--- config.mk ---
export PLATFORM = sky130hd
export DESIGN_NAME = vu_vxu_cmd_dispatch
export DESIGN_NICKNAME = d
export VERILOG_FILES = /design/src/rtl/vu_vxu_cmd_dispatch_pkg.sv /design/src/rtl/vu_vxu_cmd_dispatch_fence_counter.sv /design/src/rtl/vu_vxu_cmd_dispatch.sv
export SDC_FILE = /design/constraint.sdc
export NUM_CORES = 1
export LEC_CHECK = 0
export CAP_MARGIN = 20
export CORE_MARGIN = 3
export CORE_UTILIZATION = 38
export DETAILED_ROUTE_END_ITERATION = 8
export GPL_TIMING_DRIVEN = 0
export PLACE_DENSITY = 0.77
export REMOVE_ABC_BUFFERS = 1
export SLEW_MARGIN = 20
export SYNTH_ARGS = -nofsm -noshare
export SYNTH_HDL_FRONTEND = slang
export SYNTH_HIERARCHICAL = 1
export SYNTH_SLANG_ARGS = --single-unit
export TNS_END_PERCENT = 5
--- constraint.sdc ---
create_clock -name clk -period 3 [get_ports clk]
set_clock_uncertainty 0.1 [all_clocks]
set_input_delay 0.6 -clock clk [delete_from_list [all_inputs] [get_ports clk]]
set_output_delay 0.6 -clock clk [all_outputs]
set_load 0.05 [all_outputs]
--- src/rtl/vu_vxu_cmd_dispatch_pkg.sv ---
// ----------------------------------------------------------------------------
// vu_vxu_cmd_dispatch_pkg
// Shared XCMD opcode constants and opcode-class decode helpers for the
// scalar-core to VXU command path.
// ----------------------------------------------------------------------------
package vu_vxu_cmd_dispatch_pkg;

    localparam int OPC_W = 8;

    typedef logic [OPC_W-1:0] opcode_t;

    localparam opcode_t CMD_VVCFGIVL  = 8'h00;
    localparam opcode_t CMD_VSETVL    = 8'h01;
    localparam opcode_t CMD_VF        = 8'h02;
    localparam opcode_t CMD_VMVV      = 8'h10;
    localparam opcode_t CMD_VMSV      = 8'h11;
    localparam opcode_t CMD_FENCE_L_V  = 8'h20;
    localparam opcode_t CMD_FENCE_G_V  = 8'h21;
    localparam opcode_t CMD_FENCE_L_CV = 8'h22;
    localparam opcode_t CMD_FENCE_G_CV = 8'h23;

    // Opcodes whose command carries a companion XIMM word.
    function automatic logic opc_has_imm(input opcode_t op);
        logic r;
        case (op)
            CMD_VVCFGIVL, CMD_VSETVL, CMD_VF, CMD_VMSV: r = 1'b1;
            default:                                    r = 1'b0;
        endcase
        return r;
    endfunction

    function automatic logic opc_is_fence(input opcode_t op);
        logic r;
        case (op)
            CMD_FENCE_L_V, CMD_FENCE_G_V,
            CMD_FENCE_L_CV, CMD_FENCE_G_CV: r = 1'b1;
            default:                        r = 1'b0;
        endcase
        return r;
    endfunction

endpackage

--- src/rtl/vu_vxu_cmd_dispatch_fence_counter.sv ---
// ----------------------------------------------------------------------------
// vu_fence_counter
// Saturating up/down counter of outstanding vector fences.
// Ports:
//   clk, reset_n   : clock, asynchronous active-low reset
//   i_inc, i_dec   : count up / count down (both together = no change)
//   o_count        : current count
//   o_full         : count == MAX
//   o_nonzero      : count != 0
// ----------------------------------------------------------------------------
module vu_fence_counter #(
    parameter int MAX = 7,
    parameter int W   = 3
) (
    input  logic         clk,
    input  logic         reset_n,
    input  logic         i_inc,
    input  logic         i_dec,
    output logic [W-1:0] o_count,
    output logic         o_full,
    output logic         o_nonzero
);

    logic [W-1:0] r_count;

    // Saturates at both ends; a decrement at zero is dropped.
    always_ff @(posedge clk or negedge reset_n) begin
        if (!reset_n) begin
            r_count <= '0;
        end else if (i_inc && !i_dec && (r_count != W'(MAX))) begin
            r_count <= r_count + 1'b1;
        end else if (i_dec && !i_inc && (r_count != '0)) begin
            r_count <= r_count - 1'b1;
        end
    end

    assign o_count   = r_count;
    assign o_full    = (r_count == W'(MAX));
    assign o_nonzero = (r_count != '0);

endmodule

--- src/rtl/vu_vxu_cmd_dispatch.sv ---
// ----------------------------------------------------------------------------
// vu_vxu_cmd_dispatch
// Stages one scalar-core vector command (plus optional immediate) and pushes
// it onto the independent vxu_cmdq / vxu_immq ready/valid queues. Tracks
// outstanding vector fences so the core can stall on them.
// Ports:
//   clk, reset_n                 : clock, asynchronous active-low reset
//   cpu_cmd_val/rdy/bits, imm    : command input from the scalar core
//   vxu_cmdq_val/rdy/bits        : command queue output
//   vxu_immq_val/rdy/bits        : immediate queue output
//   fence_done                   : one-cycle pulse, one fence retired
//   fence_pending                : outstanding fence count != 0
//   dispatch_idle                : nothing staged and no fence outstanding
// ----------------------------------------------------------------------------
module vu_vxu_cmd_dispatch
    import vu_vxu_cmd_dispatch_pkg::*;
#(
    parameter int CMD_W     = 20,
    parameter int IMM_W     = 64,
    parameter int FENCE_MAX = 7
) (
    input  logic             clk,
    input  logic             reset_n,
    input  logic             cpu_cmd_val,
    output logic             cpu_cmd_rdy,
    input  logic [CMD_W-1:0] cpu_cmd_bits,
    input  logic [IMM_W-1:0] cpu_imm_bits,
    output logic             vxu_cmdq_val,
    input  logic             vxu_cmdq_rdy,
    output logic [CMD_W-1:0] vxu_cmdq_bits,
    output logic             vxu_immq_val,
    input  logic             vxu_immq_rdy,
    output logic [IMM_W-1:0] vxu_immq_bits,
    input  logic             fence_done,
    output logic             fence_pending,
    output logic             dispatch_idle
);

    localparam int CNT_W = $clog2(FENCE_MAX + 1);

    localparam logic [1:0] S_EMPTY    = 2'd0;
    localparam logic [1:0] S_BOTH     = 2'd1;
    localparam logic [1:0] S_CMD_OWED = 2'd2;
    localparam logic [1:0] S_IMM_OWED = 2'd3;

    logic [1:0]       r_state;
    logic [1:0]       w_state_nxt;
    logic [CMD_W-1:0] r_cmd;
    logic [IMM_W-1:0] r_imm;

    opcode_t    w_in_opc;
    opcode_t    w_stg_opc;
    logic       w_in_has_imm;
    logic       w_in_fence;
    logic       w_stg_fence;
    logic       w_cmd_owed;
    logic       w_imm_owed;
    logic       w_cmd_hs;
    logic       w_imm_hs;
    logic       w_finishing;
    logic       w_accept;
    logic       w_fence_block;
    logic [CNT_W-1:0] w_fence_cnt;
    logic       w_fence_full;
    logic       w_fence_nonzero;

    assign w_in_opc     = cpu_cmd_bits[CMD_W-1 -: OPC_W];
    assign w_stg_opc    = r_cmd[CMD_W-1 -: OPC_W];
    assign w_in_has_imm = opc_has_imm(w_in_opc);
    assign w_in_fence   = opc_is_fence(w_in_opc);
    assign w_stg_fence  = opc_is_fence(w_stg_opc);

    // Valids are pure state decodes, so there is no rdy->val path.
    assign w_cmd_owed = (r_state == S_BOTH) || (r_state == S_CMD_OWED);
    assign w_imm_owed = (r_state == S_BOTH) || (r_state == S_IMM_OWED);
    assign w_cmd_hs   = w_cmd_owed && vxu_cmdq_rdy;
    assign w_imm_hs   = w_imm_owed && vxu_immq_rdy;

    assign w_finishing = (r_state != S_EMPTY) &&
                         (!w_cmd_owed || w_cmd_hs) &&
                         (!w_imm_owed || w_imm_hs);

    // A staged fence enqueueing this cycle lands in the counter at the same
    // edge a newly accepted fence would be staged, so treat one below the
    // limit as full in that case; otherwise the new fence could overflow.
    assign w_fence_block = w_fence_full ||
                           ((w_fence_cnt == CNT_W'(FENCE_MAX - 1)) && w_cmd_hs && w_stg_fence);

    assign cpu_cmd_rdy = ((r_state == S_EMPTY) || w_finishing) && !(w_in_fence && w_fence_block);
    assign w_accept    = cpu_cmd_val && cpu_cmd_rdy;

    always_comb begin
        w_state_nxt = r_state;
        if (w_accept) begin
            w_state_nxt = w_in_has_imm ? S_BOTH : S_CMD_OWED;
        end else begin
            case (r_state)
                S_BOTH: begin
                    if (w_cmd_hs && w_imm_hs) w_state_nxt = S_EMPTY;
                    else if (w_cmd_hs)        w_state_nxt = S_IMM_OWED;
                    else if (w_imm_hs)        w_state_nxt = S_CMD_OWED;
                end
                S_CMD_OWED: if (w_cmd_hs) w_state_nxt = S_EMPTY;
                S_IMM_OWED: if (w_imm_hs) w_state_nxt = S_EMPTY;
                default:    w_state_nxt = S_EMPTY;
            endcase
        end
    end

    always_ff @(posedge clk or negedge reset_n) begin
        if (!reset_n) begin
            r_state <= S_EMPTY;
            r_cmd   <= '0;
            r_imm   <= '0;
        end else begin
            r_state <= w_state_nxt;
            if (w_accept) begin
                r_cmd <= cpu_cmd_bits;
                if (w_in_has_imm) r_imm <= cpu_imm_bits;
            end
        end
    end

    // Fences are counted when they reach the queue, not at cpu accept.
    vu_fence_counter #(
        .MAX (FENCE_MAX),
        .W   (CNT_W)
    ) u_fence_cnt (
        .clk       (clk),
        .reset_n   (reset_n),
        .i_inc     (w_cmd_hs && w_stg_fence),
        .i_dec     (fence_done),
        .o_count   (w_fence_cnt),
        .o_full    (w_fence_full),
        .o_nonzero (w_fence_nonzero)
    );

    assign vxu_cmdq_val  = w_cmd_owed;
    assign vxu_immq_val  = w_imm_owed;
    assign vxu_cmdq_bits = r_cmd;
    assign vxu_immq_bits = r_imm;
    assign fence_pending = w_fence_nonzero;
    assign dispatch_idle = (r_state == S_EMPTY) && !w_fence_nonzero;

endmodule

==> impl_metrics.sql, run 1 <==
INSERT INTO impl_metrics (metric_group, metric, value, unit) VALUES
('outcome', 'outcome', 'finished clean', ''),
('timing', 'final_critical_path_share_of_the_clock_period', '97.9', '%'),
('clock_network', 'worstSkewPairLatency', '340', 'ps'),
('die', 'boundaryPins', '179', ''),
('clock_network', 'ctsHtreeMaxLevel', '3', ''),
('synthesis', 'synth_compound_gate_area_share', '4.99', '%'),
('power', 'power.leakage', '2.81', 'nW'),
('flow_run', 'cap_violations', '0', ''),
('timing', 'hold_violations', '0', ''),
('synthesis', 'synth_top_cells_by_area', 'sky130_fd_sc_hd__dfrtp_1 (57%), sky130_fd_sc_hd__mux2_4 (19%), sky130_fd_sc_hd__mux2_2 (10%)', ''),
('synthesis', 'synthCells', '248', ''),
('worst_hold_path', 'holdCritPathClass', 'reg -> reg', ''),
('final_layout', 'post-route-cell-area', '6190', 'sq um'),
('synthesis', 'synthesized_area_fraction_occupied_by_xor_and_xnor_cells', '0', '%'),
('final_layout', 'design.final.nets', '532', ''),
('global_routing', 'number_of_antenna_violations_at_the_first_check_in_global_routing', '0', ''),
('routing', 'total_wirelength_of_the_detailed_routed_design', '10100', 'um'),
('timing', 'setup_viol_count_final', '0', ''),
('worst_setup_path', 'cp_data_required_time', '3120', 'ps'),
('synthesis', 'synth-adder-area-share', '1.78', '%'),
('worst_setup_path', 'r2r_start', 'r_state[0]', ''),
('worst_setup_path', 'critical_path_peak_fanout', '4', ''),
('place', 'post-place-cells', '553', ''),
('synthesis', 'synth-simple-area-share', '5.34', '%'),
('global_routing', 'grt_remaining_overflow', '0', ''),
('global_routing', 'grt_pass1_vias', '3036', ''),
('routing', 'drc', '0', ''),
('clock_network', 'cts_sinks', '89', ''),
('worst_hold_path', 'hold_path_startpoint', 'vxu_cmdq_bits[4]', ''),
('routing', 'detail-route-antenna-nets', '0', ''),
('routing', 'firstDrtPassIters', '4', ''),
('clock_network', 'cts-root-to-sink-buffers', '2', ''),
('worst_setup_path', 'crit_path_start_kind', 'input pin', ''),
('clock_network', 'clkTransAtPathRegs', '100', 'ps'),
('synthesis', 'synthMuxAreaShare', '29.0', '%'),
('synthesis', 'synth_ff_type', 'sky130_fd_sc_hd__dfrtp_1', ''),
('worst_hold_path', 'timing.hold.worst_path_depth', '1', ''),
('worst_hold_path', 'holdPathEnd', 'vxu_cmdq_bits[4]', ''),
('synthesis', 'synth_largest_area_cell', 'sky130_fd_sc_hd__dfrtp_1', ''),
('power', 'ir_worst_vdd', '0.000340', 'V'),
('power', 'total_power', '4.23', 'mW'),
('synthesis', 'synth_async_sr_flop_share', '100', '%'),
('worst_setup_path', 'worstSetupEndpointType', 'register', ''),
('place', 'numPortBuffers', '178', ''),
('final_layout', 'layout.cells.non_filler', '575', ''),
('worst_setup_path', 'timing.critical_path.arrival', '3060', 'ps'),
('global_routing', 'grt_pass1_wl', '15600', 'um'),
('worst_setup_path', 'timing.reg2reg.worst_path_depth', '10', ''),
('synthesis', 'synthDominantCellAreaShare', '56.5', '%'),
('power', 'pwr_density_cell', '684', 'nW/um^2'),
('die', 'core', '9910', 'sq um'),
('synthesis', 'seq_area_frac_synth', '56.5', '%'),
('synthesis', 'synth_top_family_by_area', 'multiplexers', ''),
('global_routing', 'grt_max_degree', '79', ''),
('die', 'initial_utilization', '39.7', '%'),
('die', 'dieArea', '11600', 'sq um'),
('die', 'chipHeight', '108', 'um'),
('place', 'detailed_place.area', '5900', 'sq um'),
('clock_network', 'cts_tree', 'yes', ''),
('die', 'die_x', '108', 'um'),
('synthesis', 'postSynthRegisterBits', '89', ''),
('routing', 'route.vias.total', '2787', ''),
('synthesis', 'yosys_warnings', '6', ''),
('routing', 'vias_per_cell', '4.85', ''),
('final_layout', 'number_of_diodes_added_for_antenna_fixing', '0', ''),
('synthesis', 'ys_types', '39', ''),
('timing', 'unrepaired_setup_endpoints_after_global_routing', 'no', ''),
('final_layout', 'post_route_cells_drive_above_1_share', '28.3', '%'),
('worst_setup_path', 'worst_reg2reg_path_endpoint', 'u_fence_cnt/o_count[1]', ''),
('place', 'place.gp.congestion', '0.700', ''),
('clock_network', 'clock-root-buffer', 'sky130_fd_sc_hd__clkbuf_8', '');
-- timing repair --
action | 4_1_cts | 5_1_grt
pin swaps | 2 | 2
hold endpoints to repair | 11 | 0
hold buffers | 1 | 0
resized for setup | 11 | 8
gates cloned | 1 | 0
buffers inserted | 2 | 2
setup endpoints to repair | 41 | 3
-- how the worst max path moves through the flow --
stage,from,endpoint,cells after the start
final,vxu_cmdq_rdy,u_fence_cnt/o_count[1],9
after detailed placement,vxu_cmdq_rdy,u_fence_cnt/o_count[1],9
after CTS,r_state[0],u_fence_cnt/o_count[1],10
after global placement,cpu_cmd_bits[15],vxu_immq_bits[44],5
after floorplan,cpu_cmd_bits[15],vxu_immq_bits[31],4
after global routing,r_state[0],u_fence_cnt/o_count[1],10
-- power breakdown --
part	switching (mW)	leakage (nW)	internal (mW)	total (mW)
Sequential	0.169	1.15	1.42	1.59
Clock	0.437	0.0822	0.329	0.766
Combinational	1.09	1.58	0.785	1.88
-- worst max-delay path, cell delays in order --
cell                              delay [ps]
sky130_fd_sc_hd__clkdlybuf4s50_1         560
sky130_fd_sc_hd__nand2_2                 140
sky130_fd_sc_hd__nor3_4                  190
sky130_fd_sc_hd__nand2b_1                 90
sky130_fd_sc_hd__or2_2                   290
sky130_fd_sc_hd__fa_2                    450
sky130_fd_sc_hd__or3b_2                  460
sky130_fd_sc_hd__a21oi_1                 200
sky130_fd_sc_hd__a211oi_1                 70
-- per-layer routing --
layer	wire, um	global-route usage, %	vias up
met5	0	0	-
met4	184	6.31	0
met3	655	5.10	16
met2	5140	29.4	100
met1	4080	20.7	1399
li1	-	-	1272
-- cell usage in the layout, fill, tap and decap left out, types with 2 or more instances in the layout --
master	count
sky130_fd_sc_hd__o21ai_0	6
sky130_fd_sc_hd__inv_1	3
sky130_fd_sc_hd__a211oi_1	2
sky130_fd_sc_hd__dlymetal6s2s_1	2
sky130_fd_sc_hd__ha_1	3
sky130_fd_sc_hd__nor2b_1	2
sky130_fd_sc_hd__buf_4	4
sky130_fd_sc_hd__dfrtp_1	89
sky130_fd_sc_hd__clkinvlp_4	3
sky130_fd_sc_hd__or2_2	2
sky130_fd_sc_hd__nor2_1	2
sky130_fd_sc_hd__buf_16	2
sky130_fd_sc_hd__clkdlybuf4s50_1	174
sky130_fd_sc_hd__or3_1	2
sky130_fd_sc_hd__mux2_4	49
sky130_fd_sc_hd__a21oi_1	4
sky130_fd_sc_hd__nand2b_1	3
sky130_fd_sc_hd__clkbuf_8	10
sky130_fd_sc_hd__nand3_4	2
sky130_fd_sc_hd__nand3b_1	3
sky130_fd_sc_hd__o21a_1	3
sky130_fd_sc_hd__o31ai_1	2
sky130_fd_sc_hd__nand2_1	2
sky130_fd_sc_hd__buf_6	3
sky130_fd_sc_hd__mux2_2	36
sky130_fd_sc_hd__and3b_1	2
-- synth_stat cells (3+ instances only) --
master / instances
sky130_fd_sc_hd__o21a_1: 3
sky130_fd_sc_hd__a211oi_1: 3
sky130_fd_sc_hd__dfrtp_1: 89
sky130_fd_sc_hd__o21ai_0: 6
sky130_fd_sc_hd__inv_1: 3
sky130_fd_sc_hd__ha_1: 4
sky130_fd_sc_hd__mux2_2: 36
sky130_fd_sc_hd__nand2_1: 3
sky130_fd_sc_hd__mux2_4: 49
sky130_fd_sc_hd__nand2b_1: 3
sky130_fd_sc_hd__nand3b_1: 3
sky130_fd_sc_hd__a21oi_1: 4
sky130_fd_sc_hd__buf_6: 6
sky130_fd_sc_hd__buf_2: 3
-- cell families after synthesis --
family	Yosys count
multiplexers	85
AND/OR/NAND/NOR	31
buffers and inverters	12
AO/OA/AOI/OAI	26
adder cells (fa/ha/maj)	5
flip-flops	89
-- metrics by stage --
stage	setup WS (ps)	hold slack [ps]	utilization, %	setup TNS (ps)
after floorplan	-1810	204	-	-130370
after global placement	-3360	388	58.6	-431700
after detailed placement	-913	326	59.5	-25070
after CTS	8.31	417	62.0	0
after global routing	9.81	418	62.4	0
final	63.0	415	62.4	0
-- layout make-up --
| class | instances | area [sq um] |
|---|---|---|
| Clock inverter | 5 | 40.0 |
| Multi-Input combinational cell | 148 | 1700 |
| Sequential cell | 89 | 2230 |
| Timing Repair Buffer | 186 | 1900 |
| Fill cell | 806 | 3720 |
| Inverter | 3 | 11.3 |
| Tap cell | 133 | 166 |
| Clock buffer | 11 | 141 |
-- sequential cells by signal, summed over array words and instances, names as in the netlist --
register,cells
vxu_immq_bits,64
r_state,2
u_fence_cnt/o_count,3
vxu_cmdq_bits,20
(Power assumes the default switching activity.)
==> run 2: changes to the inputs <==
- CORE_UTILIZATION: 38 -> 39
- CTS_BUF_LIST: unset -> sky130_fd_sc_hd__clkbuf_2 sky130_fd_sc_hd__clkbuf_4 sky130_fd_sc_hd__clkbuf_8
- PLACE_DENSITY: 0.77 -> 0.79
- RECOVER_POWER: unset -> 100
==> impl_metrics.sql, run 2 (synthesized netlist as in run 1, its figures left out) <==
INSERT INTO impl_metrics (metric_group, metric, value, unit) VALUES
('place', 'numPortBuffers', '178', ''),
('routing', 'route.vias.total', '2829', ''),
('die', 'rows', '36', ''),
('worst_setup_path', 'criticalPathCategory', 'in -> out', ''),
('die', 'boundaryPins', '179', ''),
('routing', 'detail-route-antenna-nets', '0', ''),
('power', 'power_frac_comb', '41.4', '%'),
('global_routing', 'grt_remaining_overflow', '0', ''),
('clock_network', 'cts_sinks', '89', ''),
('clock_network', 'ctsHtreeMaxLevel', '3', ''),
('clock_network', 'tritoncts.num_buffers', '9', ''),
('final_layout', 'final_cell_mix', 'sky130_fd_sc_hd__clkdlybuf4s50_1 (91), sky130_fd_sc_hd__dfrtp_1 (89), sky130_fd_sc_hd__dlygate4sd3_1 (85), sky130_fd_sc_hd__mux2_2 (36), sky130_fd_sc_hd__mux2_1 (35)', ''),
('final_layout', 'flow.area_growth_from_synthesis', '53.3', '%'),
('die', 'dieArea', '11300', 'sq um'),
('final_layout', 'filler_cell_count', '801', ''),
('die', 'initial_utilization', '40.3', '%'),
('worst_setup_path', 'timing.reg2reg.worst_path_depth', '8', ''),
('global_routing', 'grt_pass1_vias', '3154', ''),
('power', 'p_int', '2.58', 'mW'),
('place', 'detailedPlacementHpwl', '7200', 'um'),
('power', 'pwr_density_cell', '701', 'nW/um^2'),
('timing', 'timing_max_transition_violations_final', '35', ''),
('worst_setup_path', 'worst_reg2reg_path_endpoint', 'u_fence_cnt/o_count[1]', ''),
('timing', 'hold_violations', '0', ''),
('worst_setup_path', 'timing.critical_path.arrival', '2300', 'ps'),
('global_routing', 'grt_max_degree', '57', ''),
('final_layout', 'number_of_diodes_added_for_antenna_fixing', '0', ''),
('worst_setup_path', 'critical_path_peak_fanout', '3', ''),
('final_layout', 'layout.cells.non_filler', '577', ''),
('worst_setup_path', 'r2r_start', 'vxu_cmdq_bits[16]', ''),
('worst_hold_path', 'holdCritPathClass', 'reg -> reg', ''),
('routing', 'drc', '0', ''),
('die', 'chipHeight', '106', 'um'),
('outcome', 'failed_checks', 'max-capacitance violations, max-slew violations, negative setup slack', ''),
('power', 'power.leakage', '2.85', 'nW'),
('clock_network', 'cts_hold_buffers', '0', ''),
('worst_setup_path', 'crit_start', 'cpu_cmd_bits[15]', ''),
('worst_setup_path', 'crit_path_start_kind', 'input pin', ''),
('routing', 'vias_per_cell', '4.90', ''),
('clock_network', 'cts-root-to-sink-buffers', '2', ''),
('flow_run', 'cap_violations', '1', ''),
('clock_network', 'worstSkewPairLatency', '350', 'ps'),
('timing', 'setup_ws', '-1.87', 'ps'),
('global_routing', 'grt_pass1_wl', '16500', 'um'),
('power', 'switching_share', '39.0', '%'),
('timing', 'unrepaired_setup_endpoints_after_global_routing', 'yes', ''),
('clock_network', 'cts_tree', 'yes', ''),
('place', 'post-place-cells', '553', ''),
('timing', 'tightestPinTransition', '1810', 'ps'),
('place', 'place_ws', '-879', 'ps'),
('final_layout', 'design.final.nets', '534', ''),
('die', 'core', '9770', 'sq um'),
('place', 'place.gp.congestion', '0.805', ''),
('worst_setup_path', 'cp_data_required_time', '2300', 'ps'),
('timing', 'slew_headroom', '-20.6', '%'),
('power', 'power.sequential.fraction', '37.2', '%'),
('timing', 'final_critical_path_share_of_the_clock_period', '100', '%'),
('routing', 'dr.first_iter.drc_count', '83', ''),
('power', 'clockPowerShare', '21.4', '%'),
('routing', 'firstDrtPassIters', '4', ''),
('global_routing', 'number_of_antenna_violations_at_the_first_check_in_global_routing', '0', ''),
('final_layout', 'layout.cells.most_common', 'sky130_fd_sc_hd__clkdlybuf4s50_1', ''),
('power', 'ir_worst_vdd', '0.000391', 'V'),
('worst_setup_path', 'critical_path.endpoint', 'cpu_cmd_rdy', ''),
('worst_setup_path', 'rrSetupSlack', '70', 'ps'),
('routing', 'detail_route.wl_per_cell', '17.7', 'um'),
('timing', 'setup_viol_count_final', '1', ''),
('global_routing', 'gr-usage-all-layers', '18.7', '%'),
('final_layout', 'post_route_cells_drive_above_1_share', '20.7', '%'),
('die', 'die_x', '106', 'um'),
('clock_network', 'clkTransAtPathRegs', '80', 'ps'),
('final_layout', 'sequential_cell_area', '2230', 'sq um'),
('worst_setup_path', 'worstSetupEndpointType', 'output pin', ''),
('power', 'power.net_switching', '1.65', 'mW'),
('final_layout', 'multi_input_area', '1570', 'sq um'),
('outcome', 'outcome', 'finished, violations left', ''),
('timing', 'period_minus_slack', '3000', 'ps'),
('timing', 'achievable_clock_frequency', '333', 'MHz'),
('routing', 'total_wirelength_of_the_detailed_routed_design', '10200', 'um'),
('clock_network', 'clock-root-buffer', 'sky130_fd_sc_hd__clkbuf_8', ''),
('final_layout', 'largest_register_ffs', '64', '');
run 2: cell count changes in the layout (fill, tap and decap cells not counted), moves of 2 or more:
cell	change
sky130_fd_sc_hd__buf_6	-2
sky130_fd_sc_hd__dlygate4sd3_1	+84
sky130_fd_sc_hd__mux2_1	+35
sky130_fd_sc_hd__buf_16	-2
sky130_fd_sc_hd__clkinvlp_4	-3
sky130_fd_sc_hd__clkdlybuf4s50_1	-83
sky130_fd_sc_hd__dlymetal6s2s_1	-2
sky130_fd_sc_hd__clkbuf_4	+5
sky130_fd_sc_hd__clkbuf_2	+2
sky130_fd_sc_hd__mux2_4	-35
sky130_fd_sc_hd__bufinv_16	+2
run 2: repair_timing:
item / CTS / global route
resized for setup: 10 / 4
setup endpoints to repair: 41 / 16
cloned: 1 / 0
setup buffers: 2 / 5
pin swaps: 2 / 4
run 2: cell type report:
cell class / instances / area share (%)
tap: 133 / 2.76
inverter: 3 / 0.187
multi-input combinational: 148 / 26.1
sequential: 89 / 36.9
clock buffer: 13 / 2.55
clock inverter: 3 / 1.08
timing repair buffer: 188 / 30.5
run 2: worst min-delay path by stage:
stage	endpoint	slack, ps	startpoint	cells after the start
4_1_cts	vxu_immq_bits[44]	10	reset_n	1
6_report	vxu_immq_bits[19]	390	vxu_immq_bits[19]	1
5_1_grt	vxu_immq_bits[28]	420	vxu_immq_bits[28]	1
2_1_floorplan	r_state[0]	200	reset_n	0
3_5_place_dp	vxu_immq_bits[62]	390	vxu_immq_bits[62]	1
3_3_place_gp	vxu_immq_bits[43]	390	vxu_immq_bits[43]	1
run 2: power by group through the flow:
| stage | sequential, mW | combinational (mW) | clock [mW] |
|---|---|---|---|
| 6_report | 1.57 | 1.75 | 0.908 |
| 4_1_cts | 1.59 | 1.86 | 0.944 |
| 3_5_place_dp | 1.60 | 1.85 | 0 |
| 3_3_place_gp | 1.59 | 1.81 | 0 |
| 2_1_floorplan | 2.28 | 0.477 | 0 |
| 5_1_grt | 1.61 | 1.83 | 0.990 |
run 2: worst max-delay path, cell delays in order:
cell and delay [ps]:
sky130_fd_sc_hd__clkdlybuf4s50_1 430, sky130_fd_sc_hd__or4_4 600, sky130_fd_sc_hd__nor3b_4 250, sky130_fd_sc_hd__o21a_1 150, sky130_fd_sc_hd__nor2_1 40, sky130_fd_sc_hd__buf_2 230
run 2: per-layer routing:
layer	GRT usage (%)	routed length, um	vias to the layer above
met5	0	0	-
met1	22.3	3920	1419
met2	31.1	5230	111
met4	6.21	178	0
li1	-	-	1282
met3	7.35	850	17
run 2: metrics by stage:
step           power, mW  instance area [sq um]  util, %  hold slack, ps  TNS (ps)
2_1_floorplan       2.75                   3860        -             204   -130370
3_3_place_gp        3.41                   5800     59.4             388   -429690
3_5_place_dp        3.45                   5900     60.4             390    -25360
4_1_cts             4.39                   6160     63.1            13.1     -32.9
5_1_grt             4.43                   6040     61.8             418     -94.4
6_report            4.23                   6040     61.8             395     -1.87
